<file path="src/rtl/tap_ctrl.sv">
// IEEE 1149.1 TAP controller with a glitch-free gated scan-clock decode, instruction
// selection, a bypass bit and the TDO mux.
module tap_ctrl (
  input  logic       ck,
  input  logic       reset_n,
  input  logic       TMS,
  input  logic       TDI,
  input  logic [1:0] inst,
  input  logic       tdo_ir,
  input  logic       tdo_bsr,
  output logic       TDO,
  output logic       clockdr,
  output logic       updatedr,
  output logic       shiftdr,
  output logic       clockir,
  output logic       updateir,
  output logic       shiftir,
  output logic       hold,
  output logic [1:0] sel,
  output logic [3:0] tap_state
);

  localparam logic [3:0] TLR    = 4'hF;
  localparam logic [3:0] RTI    = 4'hC;
  localparam logic [3:0] SEL_DR = 4'h7;
  localparam logic [3:0] CAP_DR = 4'h6;
  localparam logic [3:0] SH_DR  = 4'h2;
  localparam logic [3:0] EX1_DR = 4'h1;
  localparam logic [3:0] PAU_DR = 4'h3;
  localparam logic [3:0] EX2_DR = 4'h0;
  localparam logic [3:0] UPD_DR = 4'h5;
  localparam logic [3:0] SEL_IR = 4'h4;
  localparam logic [3:0] CAP_IR = 4'hE;
  localparam logic [3:0] SH_IR  = 4'hA;
  localparam logic [3:0] EX1_IR = 4'h9;
  localparam logic [3:0] PAU_IR = 4'hB;
  localparam logic [3:0] EX2_IR = 4'h8;
  localparam logic [3:0] UPD_IR = 4'hD;

  localparam logic [1:0] EXTEST  = 2'b00;
  localparam logic [1:0] INTSCAN = 2'b10;
  localparam logic [1:0] BYPASS  = 2'b11;

  logic [3:0] state;
  logic [3:0] state_nxt;
  logic       bypass_bit;
  logic       dr_clk_en;
  logic       ir_clk_en;
  logic       dr_upd_en;
  logic       ir_upd_en;

  // State register; reset overrides TMS in every state
  always_ff @(posedge ck) begin
    if (!reset_n) state <= TLR;
    else          state <= state_nxt;
  end

  // Next-state function
  always_comb begin
    state_nxt = state;
    case (state)
      TLR:    state_nxt = TMS ? TLR    : RTI;
      RTI:    state_nxt = TMS ? SEL_DR : RTI;
      SEL_DR: state_nxt = TMS ? SEL_IR : CAP_DR;
      CAP_DR: state_nxt = TMS ? EX1_DR : SH_DR;
      SH_DR:  state_nxt = TMS ? EX1_DR : SH_DR;
      EX1_DR: state_nxt = TMS ? UPD_DR : PAU_DR;
      PAU_DR: state_nxt = TMS ? EX2_DR : PAU_DR;
      EX2_DR: state_nxt = TMS ? UPD_DR : SH_DR;
      UPD_DR: state_nxt = TMS ? SEL_DR : RTI;
      SEL_IR: state_nxt = TMS ? TLR    : CAP_IR;
      CAP_IR: state_nxt = TMS ? EX1_IR : SH_IR;
      SH_IR:  state_nxt = TMS ? EX1_IR : SH_IR;
      EX1_IR: state_nxt = TMS ? UPD_IR : PAU_IR;
      PAU_IR: state_nxt = TMS ? EX2_IR : PAU_IR;
      EX2_IR: state_nxt = TMS ? UPD_IR : SH_IR;
      UPD_IR: state_nxt = TMS ? SEL_DR : RTI;
      default: state_nxt = TLR;
    endcase
  end

  // Bypass bit only moves when BYPASS is the effective instruction
  always_ff @(posedge ck) begin
    if (!reset_n) begin
      bypass_bit <= 1'b0;
    end else if (sel == BYPASS) begin
      if (state == CAP_DR)     bypass_bit <= 1'b0;
      else if (state == SH_DR) bypass_bit <= TDI;
    end
  end

  // Moore decodes, instruction select and TDO mux
  always_comb begin
    shiftdr   = 1'b0;
    shiftir   = 1'b0;
    dr_clk_en = 1'b0;
    ir_clk_en = 1'b0;
    dr_upd_en = 1'b0;
    ir_upd_en = 1'b0;
    sel       = inst;
    TDO       = 1'b0;
    if (state == TLR) sel = BYPASS;
    hold = (sel == EXTEST) || (sel == INTSCAN);
    case (state)
      CAP_DR: dr_clk_en = 1'b1;
      SH_DR: begin
        shiftdr   = 1'b1;
        dr_clk_en = 1'b1;
        TDO       = (sel == BYPASS) ? bypass_bit : tdo_bsr;
      end
      UPD_DR: dr_upd_en = 1'b1;
      CAP_IR: ir_clk_en = 1'b1;
      SH_IR: begin
        shiftir   = 1'b1;
        ir_clk_en = 1'b1;
        TDO       = tdo_ir;
      end
      UPD_IR: ir_upd_en = 1'b1;
      default: ;
    endcase
  end

  // Enables only change after ck rises, so the low phase of ck sees a stable enable
  assign clockdr   = ~ck & dr_clk_en;
  assign clockir   = ~ck & ir_clk_en;
  assign updatedr  = ~ck & dr_upd_en;
  assign updateir  = ~ck & ir_upd_en;
  assign tap_state = state;

endmodule

</file>
<file path="config.mk">
export PLATFORM = sky130hd
export DESIGN_NAME = tap_ctrl
export DESIGN_NICKNAME = d
export VERILOG_FILES = /design/src/rtl/tap_ctrl.sv
export SDC_FILE = /design/constraint.sdc
export NUM_CORES = 1
export LEC_CHECK = 0
export ABC_AREA = 0
export CAP_MARGIN = 25
export CORE_AREA = 2 2 39 41
export DETAILED_ROUTE_END_ITERATION = 10
export DIE_AREA = 0 0 41 43
export GPL_ROUTABILITY_DRIVEN = 0
export HOLD_SLACK_MARGIN = 0.05
export PLACE_DENSITY_LB_ADDON = 0.3
export SYNTH_ARGS = -nofsm -noshare
export SYNTH_HDL_FRONTEND = slang
export SYNTH_SLANG_ARGS = --single-unit
export TNS_END_PERCENT = 20
</file>
<file path="constraint.sdc">
create_clock -name ck -period 3.1 [get_ports ck]
set_clock_uncertainty 0.05 [all_clocks]
set_input_delay 0.62 -clock ck [delete_from_list [all_inputs] [get_ports ck]]
set_output_delay 0.62 -clock ck [all_outputs]
set_load 0.01 [all_outputs]
</file>
==> summary.txt <==
Status
  – Status: completed

Setup path
  – CP endpoint kind: output pin
  – CP Class: clock port to output pin
  – Startpoint types: clock port
  – RR Endpoint: bypass_bit
  – CP peak stage delay: 380 ps
  – Crit-path cells: buf_8 -> or3b_4 -> buf_8 -> nor3b_2 -> buf_2
  – Maximum fanout along the worst path: 3
  – Most frequent CP cell: buf_8
  – R2R Setup Slk: 1430 ps
  – CP arrival: 2430 ps
  – Slowest stage cell on the critical path: or3b_4
  – Critical path required time: 2430 ps
  – Worst Reg-to-Reg Cells: 3
  – FF-to-FF Start: tap_state[1]

Logic synthesis
  – Top cells by area, synth: dfxtp_1 (28%), nor2_1 (6.3%), o21ai_0 (5.6%)
  – Flops & latches, synth: 5
  – Post-Syn Area: 357 sq um
  – Syn. warnings: 0
  – Yosys top cell by area: dfxtp_1
  – Register area share after synthesis: 28.1%
  – Yosys top cell area share: 28.1%
  – Cell count after synthesis: 47
  – Post-Syn Nets: 55
  – Number of library cell types mapped by synthesis: 25
  – Mean post-synth cell area: 7.59 sq um

Global routing
  – Initial antenna violation count: 0
  – First-pass GRT wire length: 1700 microns
  – Overflow after GRT: 0
  – Vias in the first global route: 457
  – Largest net degree at the start of global routing: 15
  – Total GRT Usage: 16.8%

Detailed routing
  – DRT Pass-1 Iters: 4
  – DR iter-0 viols: 13
  – Routed Antenna Nets: 0
  – Vias/cell: 4.88
  – WL final: 1070 microns
  – Vias: 454
  – Routed len/inst: 11.5 microns
  – DRC violations left: 0

Timing
  – Hold Vio Cnt, Final: 0
  – Rel. slew slack: 72.8%
  – Worst-Margin Slew: 408 ps
  – Final setup violation count: 0
  – Final Max Slew Viols: 0
  – RSZ-0062 raised after global routing: yes

Hold path
  – End of the worst hold path: bypass_bit
  – Hold depth: 2
  – HP Class: flop to flop
  – Worst Hold Launch: bypass_bit

Pwr
  – Peak supply drop: 282 uV
  – P_int: 0.276 mW
  – Sw frac: 28.6%
  – P_leak: 0.287 nW
  – Pwr Density: 582 nW/um^2
  – Clock Power Share: 57.8%
  – Logic gate share of total power: 19.3%
  – Seq pwr share: 22.9%
  – Psw: 0.111 mW

Placement
  – Port bufs: 21
  – Placed Cells: 81
  – Post-DP HPWL: 690 microns

Floorplan
  – Die height: 43 microns
  – IO Pins: 22
  – Rows: 14
  – Initial Utilization: 25.8%
  – Core area: 1380 sq um
  – Chip Width: 41 microns
  – Die Area: 1760 sq um

Clock tree
  – Reg clk slew, reported paths: 40 ps
  – Worst-Skew Late Latency: 340 ps
  – CTS tree: yes
  – CTS Hold Bufs: 0

Layout
  – Nets: 84
  – Final Util: 48.0%
  – Antenna diode count: 0
  – Area growth from synthesis to layout: 86.3%
  – Layout cells sized above 1: 23.4%
  – Post-Layout Cell Count: 93

Run
  – Max-cap violations: 0
==> power by group through the flow <==
| stage | combinational [mW] | sequential (mW) | clock [mW] |
|---|---|---|---|
| 2_1_floorplan | 0.0426 | 0.0808 | 0.0114 |
| 3_3_place_gp | 0.0733 | 0.0888 | 0.0234 |
| 3_5_place_dp | 0.0741 | 0.0890 | 0.0234 |
| 4_1_cts | 0.0749 | 0.0882 | 0.256 |
| 5_1_grt | 0.0803 | 0.0902 | 0.244 |
| 6_report | 0.0747 | 0.0884 | 0.223 |
==> layout make-up <==
cell class,count,area [sq um]
Multi-Input combinational cell,35,236
Fill cell,143,719
Clock buffer,16,123
Inverter,4,15.0
Timing Repair Buffer,17,170
Sequential cell,5,100
Tap cell,16,20.0
==> cells by family after synthesis <==
logic type | count (synthesis) | share of synthesized area [%]
AOI/OAI and AO/OA | 12 | 23.9
DFF | 5 | 28.1
buffers and inverters | 7 | 8.42
and+or+nand+nor | 22 | 36.8
muxes | 1 | 2.81
==> synthesized netlist by cell type <==
| cell | n |
|---|---|
| a211o_1 | 2 |
| a21bo_2 | 1 |
| a21boi_0 | 1 |
| a21oi_1 | 2 |
| a221o_1 | 1 |
| and2b_2 | 1 |
| buf_4 | 1 |
| clkbuf_1 | 2 |
| dfxtp_1 | 5 |
| inv_1 | 4 |
| mux2i_1 | 1 |
| nand2_1 | 3 |
| nand2b_1 | 1 |
| nand3_1 | 2 |
| nand3b_1 | 1 |
| nand4_1 | 1 |
| nor2_1 | 6 |
| nor2b_1 | 1 |
| nor3b_1 | 1 |
| nor4b_1 | 2 |
| o21ai_0 | 4 |
| o21ba_2 | 1 |
| or3b_2 | 1 |
| or3b_4 | 1 |
| or4_1 | 1 |
==> worst max path at each step <==
| stage | slack [ps] | cells after the start | end | startpoint |
|---|---|---|---|---|
| 3_5_place_dp | -280 | 3 | updatedr | ck |
| 4_1_cts | -210 | 6 | updatedr | ck |
| 6_report | 0.3 | 5 | updatedr | ck |
| 3_3_place_gp | -280 | 3 | updatedr | ck |
| 2_1_floorplan | 110 | 2 | updatedr | ck |
| 5_1_grt | -40 | 5 | updatedr | ck |
==> stage by stage <==
stage / hold slack (ps) / total power [mW] / TNS (ps) / instance area (sq um) / worst slack (ps)
2_1_floorplan: 393 / 0.135 / 0 / 357 / 108
3_3_place_gp: 423 / 0.186 / -449 / 572 / -278
3_5_place_dp: 420 / 0.187 / -449 / 572 / -278
4_1_cts: 430 / 0.419 / -328 / 676 / -208
5_1_grt: 476 / 0.414 / -39.6 / 664 / -39.6
6_report: 427 / 0.386 / 0 / 664 / 0.282
==> metal layers <==
metal	vias up	share of wire [%]	GRT usage, %
met4	0	0.37	24.0
met2	23	47	17.5
met3	2	8.1	15.7
met1	204	44	14.5
met5	-	0	0
li1	225	-	-
==> flip-flops by register name, indices dropped and copies added (netlist names) <==
register    flops
bypass_bit      1
tap_state       4
==> repair_timing <==
action	4_1_cts	5_1_grt
setup buffers	1	0
endpoints found under the setup margin	4	3
pin swaps	2	2
gates resized for setup	15	2
==> cell usage in the layout (no fill, tap or decap), types with 3 or more instances in the layout <==
cell type and n:
clkbuf_1 3, clkbuf_4 6, clkdlybuf4s50_1 18, dfxtp_1 5, inv_1 4, nand2_1 3
nor2_1 5, o21ai_0 4
==> worst max-delay path: cells and delay by family <==
kind                   cells  cell delay, ps
and+or+nand+nor            2             510
buffers and inverters      3             370
Power figures use the tool's default switching activity.
